$ cat config.mk
export PLATFORM = sky130hd
export DESIGN_NAME = digit_result_controller_flat
export DESIGN_NICKNAME = d
export VERILOG_FILES = /design/src/rtl/digit_result_controller_pkg.sv /design/src/rtl/digit_result_controller_if.sv /design/src/rtl/digit_ascii_tx_seq.sv /design/src/rtl/digit_result_controller.sv /design/src/flat_wrapper.sv
export SDC_FILE = /design/constraint.sdc
export NUM_CORES = 1
export LEC_CHECK = 0
export BUFFER_PORTS_ARGS = -buffer_cell sky130_fd_sc_hd__buf_2
export CAP_MARGIN = 5
export CORE_ASPECT_RATIO = 1.1
export CORE_MARGIN = 5
export CORE_UTILIZATION = 54
export CTS_BUF_LIST = sky130_fd_sc_hd__clkbuf_2
export CTS_CLUSTER_SIZE = 10
export DETAILED_ROUTE_END_ITERATION = 16
export PLACE_DENSITY = 0.82
export SLEW_MARGIN = 10
export SYNTH_ARGS = -nofsm -noshare
export SYNTH_HDL_FRONTEND = slang
export SYNTH_SLANG_ARGS = --single-unit
$ cat constraint.sdc
create_clock -name clk -period 2.1 [get_ports clk]
set_clock_uncertainty 0.15 [all_clocks]
set_input_delay 0.315 -clock clk [delete_from_list [all_inputs] [get_ports clk]]
set_output_delay 0.315 -clock clk [all_outputs]
set_load 0.02 [all_outputs]
$ cat src/rtl/digit_result_controller_pkg.sv
// Shared types and constants for the predicted-digit result controller.
// Holds the controller state encoding, ASCII constants and the digit-to-ASCII mapping.
package digit_result_controller_pkg;

  typedef enum logic [3:0] {
    IDLE,
    WRITE,
    RD_ISSUE,
    RD_CAP,
    TX_HDR,
    TX_DIG,
    TX_CR,
    TX_LF,
    DISP_RD,
    DISP_CAP
  } state_t;

  localparam logic [7:0] CHAR_ZERO  = 8'h30;
  localparam logic [7:0] CHAR_QMARK = 8'h3F;
  localparam logic [7:0] CHAR_CR    = 8'h0D;
  localparam logic [7:0] CHAR_LF    = 8'h0A;

  // Anything outside 0..9, including stray upper-nibble bits, reports as '?'.
  function automatic logic [7:0] digit_to_ascii(input logic [7:0] rd);
    if (rd[7:4] == 4'h0 && rd[3:0] <= 4'd9)
      return CHAR_ZERO + {4'h0, rd[3:0]};
    else
      return CHAR_QMARK;
  endfunction

endpackage

$ cat src/rtl/digit_result_controller_if.sv
// Byte stream handshake from the result controller to the UART transmitter.
interface digit_result_controller_if;
  logic [7:0] tx_data;
  logic       tx_valid;
  logic       tx_ready;

  modport master (output tx_data, output tx_valid, input tx_ready);
  modport slave  (input tx_data, input tx_valid, output tx_ready);
endinterface

$ cat src/rtl/digit_ascii_tx_seq.sv
// Sends header, digit and optional CR/LF over a valid/ready handshake.
// done is combinational on the final accepted byte so the caller can return to IDLE on the next edge.
module digit_ascii_tx_seq
  import digit_result_controller_pkg::*;
#(
  parameter logic [7:0] HDR_CHAR  = 8'h44,
  parameter int         SEND_CRLF = 1
) (
  input  logic       clk,
  input  logic       rst,
  input  logic       start,
  input  logic [7:0] digit_byte,
  output logic       done,
  output logic [7:0] tx_data,
  output logic       tx_valid,
  input  logic       tx_ready
);

  state_t     seq_q, seq_d;
  logic [7:0] data_q, data_d;
  logic       valid_q, valid_d;
  logic [7:0] dig_q, dig_d;
  logic       accept;

  assign accept   = valid_q && tx_ready;
  assign tx_data  = data_q;
  assign tx_valid = valid_q;

  always_comb begin
    seq_d   = seq_q;
    data_d  = data_q;
    valid_d = valid_q;
    dig_d   = dig_q;
    done    = 1'b0;
    case (seq_q)
      IDLE: begin
        if (start) begin
          seq_d   = TX_HDR;
          valid_d = 1'b1;
          data_d  = HDR_CHAR;
          dig_d   = digit_byte;
        end
      end
      TX_HDR: begin
        if (accept) begin
          seq_d  = TX_DIG;
          data_d = dig_q;
        end
      end
      TX_DIG: begin
        if (accept) begin
          if (SEND_CRLF != 0) begin
            seq_d  = TX_CR;
            data_d = CHAR_CR;
          end else begin
            seq_d   = IDLE;
            valid_d = 1'b0;
            done    = 1'b1;
          end
        end
      end
      TX_CR: begin
        if (accept) begin
          seq_d  = TX_LF;
          data_d = CHAR_LF;
        end
      end
      TX_LF: begin
        if (accept) begin
          seq_d   = IDLE;
          valid_d = 1'b0;
          done    = 1'b1;
        end
      end
      default: begin
        seq_d   = IDLE;
        valid_d = 1'b0;
      end
    endcase
  end

  always_ff @(posedge clk) begin
    if (rst) begin
      seq_q   <= IDLE;
      data_q  <= '0;
      valid_q <= 1'b0;
      dig_q   <= '0;
    end else begin
      seq_q   <= seq_d;
      data_q  <= data_d;
      valid_q <= valid_d;
      dig_q   <= dig_d;
    end
  end

endmodule

$ cat src/rtl/digit_result_controller.sv
// Writes each inference result to the digit RAM, reads it back, reports it over UART,
// and serves display read requests from IDLE.
module digit_result_controller
  import digit_result_controller_pkg::*;
#(
  parameter logic [7:0] HDR_CHAR  = 8'h44,
  parameter int         SEND_CRLF = 1,
  parameter int         DROP_W    = 8
) (
  input  logic                       clk,
  input  logic                       rst,
  input  logic                       inference_done,
  input  logic [3:0]                 predicted_digit,
  output logic                       ram_wr_en,
  output logic [3:0]                 ram_wr_data,
  output logic                       ram_rd_addr,
  input  logic [7:0]                 ram_rd_data,
  digit_result_controller_if.master  tx,
  input  logic                       disp_req,
  output logic                       disp_valid,
  output logic [3:0]                 disp_digit,
  output logic                       busy,
  output logic [DROP_W-1:0]          drop_count
);

  state_t            state_q, state_d;
  logic              seq_start, seq_done;
  logic [7:0]        seq_data;
  logic              seq_valid;
  logic              wr_en_q, disp_valid_q, busy_q;
  logic [3:0]        wr_data_q, disp_digit_q;
  logic [DROP_W-1:0] drop_q;

  assign ram_rd_addr = 1'b0;
  assign ram_wr_en   = wr_en_q;
  assign ram_wr_data = wr_data_q;
  assign disp_valid  = disp_valid_q;
  assign disp_digit  = disp_digit_q;
  assign busy        = busy_q;
  assign drop_count  = drop_q;
  assign tx.tx_data  = seq_data;
  assign tx.tx_valid = seq_valid;

  // The whole byte sequence lives in the sequencer; this FSM parks in TX_HDR until done.
  always_comb begin
    state_d   = state_q;
    seq_start = 1'b0;
    case (state_q)
      IDLE: begin
        if (inference_done)
          state_d = WRITE;
        else if (disp_req)
          state_d = DISP_RD;
      end
      WRITE:    state_d = RD_ISSUE;
      RD_ISSUE: state_d = RD_CAP;
      RD_CAP: begin
        seq_start = 1'b1;
        state_d   = TX_HDR;
      end
      TX_HDR, TX_DIG, TX_CR, TX_LF: begin
        if (seq_done) state_d = IDLE;
      end
      DISP_RD:  state_d = DISP_CAP;
      DISP_CAP: state_d = IDLE;
      default:  state_d = IDLE;
    endcase
  end

  always_ff @(posedge clk) begin
    if (rst) begin
      state_q      <= IDLE;
      busy_q       <= 1'b0;
      wr_en_q      <= 1'b0;
      wr_data_q    <= '0;
      disp_valid_q <= 1'b0;
      disp_digit_q <= '0;
      drop_q       <= '0;
    end else begin
      state_q      <= state_d;
      busy_q       <= (state_d != IDLE);
      wr_en_q      <= (state_q == IDLE) && inference_done;
      disp_valid_q <= (state_q == DISP_CAP);
      if (state_q == IDLE && inference_done)
        wr_data_q <= predicted_digit;
      if (state_q == DISP_CAP)
        disp_digit_q <= ram_rd_data[3:0];
      if (state_q != IDLE && inference_done && drop_q != '1)
        drop_q <= drop_q + DROP_W'(1);
    end
  end

  digit_ascii_tx_seq #(
    .HDR_CHAR  (HDR_CHAR),
    .SEND_CRLF (SEND_CRLF)
  ) u_tx_seq (
    .clk        (clk),
    .rst        (rst),
    .start      (seq_start),
    .digit_byte (digit_to_ascii(ram_rd_data)),
    .done       (seq_done),
    .tx_data    (seq_data),
    .tx_valid   (seq_valid),
    .tx_ready   (tx.tx_ready)
  );

endmodule

$ cat src/flat_wrapper.sv
// flat-port wrapper written by rule: the top's interface ports become plain ports
module digit_result_controller_flat import digit_result_controller_pkg::*;
#(
  parameter logic [7:0] HDR_CHAR  = 8'h44,
  parameter int         SEND_CRLF = 1,
  parameter int         DROP_W    = 8
)
  (clk, rst, inference_done, predicted_digit, ram_wr_en, ram_wr_data, ram_rd_addr, ram_rd_data, disp_req, disp_valid, disp_digit, busy, drop_count, tx_tx_data, tx_tx_valid, tx_tx_ready);
  digit_result_controller_if tx_i ();
  input  logic clk;
  input  logic rst;
  input  logic inference_done;
  input  logic [3:0] predicted_digit;
  output logic ram_wr_en;
  output logic [3:0] ram_wr_data;
  output logic ram_rd_addr;
  input  logic [7:0] ram_rd_data;
  input  logic disp_req;
  output logic disp_valid;
  output logic [3:0] disp_digit;
  output logic busy;
  output logic [DROP_W-1:0] drop_count;
  output wire logic [$bits(tx_i.tx_data)-1:0] tx_tx_data;
  output wire logic [$bits(tx_i.tx_valid)-1:0] tx_tx_valid;
  input wire logic [$bits(tx_i.tx_ready)-1:0] tx_tx_ready;
  assign tx_tx_data = tx_i.tx_data;
  assign tx_tx_valid = tx_i.tx_valid;
  assign tx_i.tx_ready = tx_tx_ready;
  digit_result_controller #(.HDR_CHAR(HDR_CHAR), .SEND_CRLF(SEND_CRLF), .DROP_W(DROP_W)) u_core (.clk(clk), .rst(rst), .inference_done(inference_done), .predicted_digit(predicted_digit), .ram_wr_en(ram_wr_en), .ram_wr_data(ram_wr_data), .ram_rd_addr(ram_rd_addr), .ram_rd_data(ram_rd_data), .tx(tx_i), .disp_req(disp_req), .disp_valid(disp_valid), .disp_digit(disp_digit), .busy(busy), .drop_count(drop_count));
endmodule
==> impl_metrics.tcl, run 1 <==
set metrics [dict create \
    cts.path.max_buffers 2 \
    synth-seq-cells 38 \
    synth_area_sq_um 1690 \
    wl_per_cell_microns 13.4 \
    fin_setup_tns_ns 0 \
    p_sw_share_pct 25.8 \
    r2r_setup_slack_ns 0.22 \
    switching_power_w 0.000406 \
    layout_common_cells "buf_2, dfxtp_1, nor2_1, a21oi_1, nand2_1" \
    grt_pass1_wl_mm 5.82 \
    fin_crit_ns 1.88 \
    rows 21 \
    clkPwrFrac_pct 35.4 \
    die_area_sq_um 4340 \
    clock_latency_ns 0.38 \
    cts_resized 0 \
    seq_area_frac_synth_pct 45.1 \
    ioPinCount 46 \
    pwr-share-comb_pct 14.0 \
    clock_sinks 38 \
    layout-drive-gt1-share_pct 25.1 \
    final_common_cell "buf_2" \
    ys.flop_type "dfxtp_1" \
    fin_nets 252 \
    crit_end "u_core.busy$_SDFF_PP0_" \
    synth_mux_area_share_pct 3.56 \
    synth_xor_area_share_pct 3.12 \
    reg2reg_depth 4 \
    leakagePower_nw 0.870 \
    cts_buffers 5 \
    worstSetupPathType "register to register" \
    synth_edf_count 0 \
    power_density_nw_per_um2 789 \
    synthSimpleGateAreaFrac_pct 26.4 \
    cp.arrival_ns 2.02 \
    critPathLaunchType "register" \
    finalSetupViolations 0 \
    antenna_found_initial 0 \
    internal-power_w 0.00117 \
    drt_iter0_markers 68 \
    total_power_w 0.00157 \
    min_path_type "primary input to register" \
    r2r_start "u_core.u_tx_seq.seq_q[0]$_SDFFE_PP0P_" \
    cp_max_fo 10 \
    initial_core_util_pct 55.8 \
    cts-root-buf "clkbuf_2" \
    synth_compound_area_share_pct 13.8 \
    syn_avg_cell_area_sq_um 8.69 \
    max_cap_viol_count 0 \
    synth_cell_types 45 \
    tritoncts "yes" \
    finalCritPeriodShare_pct 89.7 \
    r2r-end "u_core.busy$_SDFF_PP0_" \
    n_antenna_cell 0 \
    grt_pass1_vias 1410 \
    grt_usage_pct 16.9 \
    cts.clk_slew.worst_paths_ns 0.20 \
    die_y_microns 68.6 \
    areaGrowthSynthToFinish_pct 18.5 \
    async_flop_share_pct 0 \
    coreArea_sq_um 3020 \
    io_buffers 43 \
    hold_viol 0 \
    fp.dieW_microns 63.3 \
    crit_start "u_core.u_tx_seq.seq_q[0]$_SDFFE_PP0P_" \
    fill_cells 271 \
    final_util_pct 66.1 \
    post_cts_buffers 0 \
    gp_congestion 0.802 \
    globalRouteOverflowTotal 0 \
    via_count 1474 \
    hpwlAfterDp_mm 2.60 \
    p_seq_share_pct 50.6 \
    max-vdd-ir-drop_uv 732 \
    via_per_inst 5.48 \
    slew_violations 0 \
    status "finished clean" \
    grt_max_degree 21 \
    ctsHoldBuffers 0 \
    rsz0062_at_grt "false" \
    synthCells 194 \
    fmax_ghz 0.531 \
    h-tree-depth 2 \
    wl_mm 3.60 \
    yosys_warnings 0 \
    synth_adder_area_share_pct 0.742 \
    postRouteAntennaNets 0 \
    drc 0 \
    synth_top_family_by_area "simple AND/OR/NAND/NOR gates" \
    firstDrtPassIters 4 \
    critPathRequiredTime_ns 2.24 \
    end_kind "register" \
]
power by group through the flow:
stage                     Clock (W)  Combinational (W)  Sequential [W]
after global placement            0           0.000212        0.000810
after detailed placement          0           0.000215        0.000811
after CTS                  0.000565           0.000217        0.000796
after global routing       0.000604           0.000244        0.000806
final                      0.000558           0.000220        0.000797
after floorplan                   0           0.000138        0.000824
sequential cells by signal, indices dropped and copies added (netlist names):
register	count
u_core.busy	1
u_core.disp_digit	4
u_core.disp_valid	1
u_core.drop_count	8
u_core.ram_wr_data	4
u_core.ram_wr_en	1
u_core.state_q	4
u_core.u_tx_seq.dig_q	5
u_core.u_tx_seq.seq_q	3
u_core.u_tx_seq.tx_data	6
u_core.u_tx_seq.tx_valid	1
worst max-delay path: stages, from the launching register on:
cell     delay, ns
dfxtp_1       0.61
nand2_1       0.15
nor3_1        0.26
nor4_1        0.10
or4_1         0.52
final cells by class:
class / count / area, sq um / share of cell area [%]
well taps: 34 / 42.5 / 2.13
clock buffers: 5 / 25.0 / 1.25
repair buffers: 49 / 268 / 13.4
flip-flops and latches: 38 / 761 / 38.1
clock inverters: 3 / 63.8 / 3.20
multi-input cells: 133 / 811 / 40.6
inverters: 7 / 26.3 / 1.32
logic make-up after synthesis:
kind of cell,count (synthesis)
fa+ha+maj,1
other cells,1
xor+xnor,6
compound gates,33
mux,6
flops,38
simple gates,85
buf+inv,24
per-layer routing:
metal | wire length, microns | global-route usage, % | vias up | part of all wire (%)
met5 | 0 | 0 | - | 0
met4 | 47 | 8.05 | 0 | 1.3
met3 | 211 | 5.51 | 6 | 5.9
met2 | 1820 | 30.1 | 47 | 50
met1 | 1530 | 18.4 | 670 | 42
li1 | - | - | 751 | -
how the worst min path moves through the flow:
stage | end | from | cells past startpoint
after floorplan | u_core.u_tx_seq.dig_q[4]$_SDFFE_PP0P_ | u_core.u_tx_seq.dig_q[4]$_SDFFE_PP0P_ | 2
after global placement | u_core.u_tx_seq.tx_data[1]$_SDFFE_PP0P_ | u_core.u_tx_seq.tx_data[1]$_SDFFE_PP0P_ | 2
after detailed placement | u_core.u_tx_seq.tx_data[1]$_SDFFE_PP0P_ | u_core.u_tx_seq.tx_data[1]$_SDFFE_PP0P_ | 2
after CTS | u_core.ram_wr_data[3]$_SDFFE_PP0P_ | predicted_digit[3] | 3
after global routing | u_core.ram_wr_data[2]$_SDFFE_PP0P_ | predicted_digit[2] | 3
final | u_core.ram_wr_data[2]$_SDFFE_PP0P_ | predicted_digit[2] | 3
cell usage after synthesis (all sizes together) (2+ instances only):
library cell	n	area share, %
a211oi	2	0.89
a21o	2	0.89
a21oi	15	4.5
and2	2	0.74
and3	2	0.74
buf	12	4.3
clkbuf	5	1.1
dfxtp	38	45
inv	7	1.6
mux2i	6	3.6
nand2	13	2.9
nand2b	2	0.74
nand3	8	2.4
nand4	2	0.74
nor2	30	6.7
nor3	10	3.6
nor3b	2	0.89
nor4	3	1.5
o211ai	3	1.3
o21ai	2	0.82
o31ai	2	0.89
or4	5	2.2
xnor2	2	1.0
xor2	4	2.1
stage by stage:
step                std cells  hold slack, ns  worst slack [ns]  area [sq um]
finish                    269          0.0224             0.217          2000
floorplan                 195           0.290             0.337          1690
global route              269         0.00464            0.0674          2000
detailed placement        258           0.292             0.275          1880
global placement          258           0.286             0.320          1880
CTS                       266         0.00593             0.236          1970
Note: power is estimated with default switching activity, not from simulation.
==> run 2, diff against run 1 <==
--- a/config.mk
+++ b/config.mk
@@ -5,6 +5,7 @@
 export SDC_FILE = /design/constraint.sdc
 export NUM_CORES = 1
 export LEC_CHECK = 0
+export ABC_AREA = 1
 export BUFFER_PORTS_ARGS = -buffer_cell sky130_fd_sc_hd__buf_2
 export CAP_MARGIN = 5
 export CORE_ASPECT_RATIO = 1.1
@@ -13,7 +14,7 @@
 export CTS_BUF_LIST = sky130_fd_sc_hd__clkbuf_2
 export CTS_CLUSTER_SIZE = 10
 export DETAILED_ROUTE_END_ITERATION = 16
-export PLACE_DENSITY = 0.82
+export PLACE_DENSITY = 0.81
 export SLEW_MARGIN = 10
 export SYNTH_ARGS = -nofsm -noshare
 export SYNTH_HDL_FRONTEND = slang
==> run 2 against run 1 <==
  * Die area up 3.8%
  * Sequential cell count unchanged
  * Total power up 18%
  * Sequential power up 9.7%
  * Maximum frequency up 17%
  * First-iteration DRC count unchanged
  * Area after synthesis up 4.5%
  * Critical path depth up 3
  * Highest routed layer unchanged
  * Setup slack better by 0.28 ns
==> impl_metrics.tcl, run 2 <==
set metrics [dict create \
    critPathLaunchType "register" \
    antenna_found_initial 0 \
    coreArea_sq_um 3100 \
    synth_top_area_share_pct 43.2 \
    clock_sinks 38 \
    preCtsSetupSlack_ns 0.541 \
    die_y_microns 69.9 \
    synth_cell_types 28 \
    cts_buffers 5 \
    max-vdd-ir-drop_uv 520 \
    cts_resized 0 \
    globalRouteOverflowTotal 0 \
    via_count 1695 \
    fin_area_sq_um 2130 \
    cp.arrival_ns 1.80 \
    postRouteAntennaNets 0 \
    synth_top_cells_by_area "dfxtp_1, nand2_1, nor2_1, a21oi_1, inv_1" \
    synth.largest_area_cell "dfxtp_1" \
    synthCells 247 \
    place_inst 319 \
    via_per_inst 5.07 \
    yosys_warnings 0 \
    post_cts_buffers 0 \
    grt_pass1_wl_mm 7.06 \
    drt_iter0_markers 68 \
    n_antenna_cell 0 \
    leakagePower_nw 1.07 \
    largest_reg_flops 8 \
    synth_area_sq_um 1760 \
    wl_per_cell_microns 11.9 \
    tritoncts "yes" \
    grt_pass1_vias 1636 \
    min_path_type "primary input to register" \
    layout-drive-gt1-share_pct 23.0 \
    fin_nets 317 \
    drc 0 \
    ioPinCount 46 \
    cts.path.max_buffers 2 \
    finalCritPeriodShare_pct 76.4 \
    seq_area_frac_synth_pct 43.2 \
    end_kind "register" \
    clock_latency_ns 0.40 \
    cp_max_fo 8 \
    synth_edf_count 0 \
    setup_ws_ns 0.495 \
    hpwlAfterDp_mm 2.88 \
    synth_top_cells_by_count "nand2_1, dfxtp_1, nor2_1" \
    fmax_ghz 0.623 \
    areaGrowthSynthToFinish_pct 20.8 \
    fin_setup_tns_ns 0 \
    slew_violations 0 \
    final_common_cell "nand2_1" \
    firstDrtPassIters 4 \
    power_density_nw_per_um2 873 \
    fp.dieW_microns 64.4 \
    cts-root-buf "clkbuf_2" \
    place_area_sq_um 1990 \
    cts.clk_slew.worst_paths_ns 0.19 \
    max_cap_viol_count 0 \
    finalSetupViolations 0 \
    synth-seq-cells 38 \
    initial_core_util_pct 56.8 \
    io_buffers 43 \
    syn_avg_cell_area_sq_um 7.13 \
    rows 21 \
    ys.flop_type "dfxtp_1" \
    synth.most_common_cell "nand2_1" \
    grt_max_degree 21 \
    fin_crit_ns 1.61 \
    h-tree-depth 2 \
    status "finished clean" \
    critPathRequiredTime_ns 2.29 \
    worstSetupPathType "register to register" \
    async_flop_share_pct 0 \
    die_area_sq_um 4500 \
    gp_congestion 0.813 \
    layout_common_cells "nand2_1, buf_2, dfxtp_1, nor2_1, inv_1" \
    final_cells 334 \
    hold_viol 0 \
    rsz0062_at_grt "false" \
    wl_mm 3.97 \
    grt_usage_pct 19.5 \
]
-- run 2: per-stage QoR --
stage	total power, W	hold WS (ns)	util (%)
6_report	0.00186	0.0247	68.6
5_1_grt	0.00199	0.00232	68.6
4_1_cts	0.00187	0.00729	67.9
3_5_place_dp	0.00142	0.299	64.2
3_3_place_gp	0.00141	0.303	64.2
2_1_floorplan	0.00128	0.287	-
-- run 2: cell families after synthesis --
family,after synthesis,synth area share [%]
AO/OA/AOI/OAI,45,14.3
XOR/XNOR,3,1.49
adder cells (fa/ha/maj),1,0.711
buffers and inverters,38,8.81
flip-flops,38,43.2
other,1,0.213
AND/OR/NAND/NOR,121,31.3
-- run 2: final cells by class --
class,count,area (sq um)
fillers,286,975
multi-input cells,172,848
flip-flops and latches,38,761
repair buffers,51,293
inverters,31,116
well taps,34,42.5
clock inverters,3,40.0
clock buffers,5,25.0
-- run 2: worst paths after layout --
kind / to / slack (ns) / cells past startpoint / from
setup / recovery: u_core.drop_count[7]$_SDFFE_PP0P_ / 0.49 / 7 / u_core.drop_count[0]$_SDFFE_PP0P_
hold / removal: u_core.u_tx_seq.dig_q[2]$_SDFFE_PP0P_ / 0.02 / 3 / ram_rd_data[2]
setup reg to reg: u_core.drop_count[7]$_SDFFE_PP0P_ / 0.49 / 7 / u_core.drop_count[0]$_SDFFE_PP0P_
hold reg to reg: u_core.u_tx_seq.tx_data[1]$_SDFFE_PP0P_ / 0.32 / 2 / u_core.u_tx_seq.tx_data[1]$_SDFFE_PP0P_
-- run 2: what timing repair did --
item / CTS / global route
endpoints found under the setup margin: 0 / 0
hold buffers: 5 / 2
hold endpoints to repair: 5 / 3
-- run 2: per-layer routing --
metal	routed length (microns)	track usage, %	part of all wire, %	vias up
met2	2050	33.5	52	37
li1	-	-	-	887
met3	198	4.97	5.0	4
met1	1690	22.7	43	767
met4	31	7.98	0.78	0
met5	0	0	0	-
-- run 2: power by group --
group	switching [W]	leakage, nW	internal, W
sequential	0.0000665	0.309	0.000807
combinational	0.000357	0.721	0.000180
clock	0.000248	0.0427	0.000198
total	0.000671	1.07	0.00119
-- run 2: worst max-delay path, stage by stage (launching register included) --
cell and delay, ns:
dfxtp_1 0.46, ha_1 0.23, nand2_1 0.12, nor2_4 0.18, nand2_2 0.06, nand3_2 0.14, nand2_1 0.07, a21oi_1 0.14
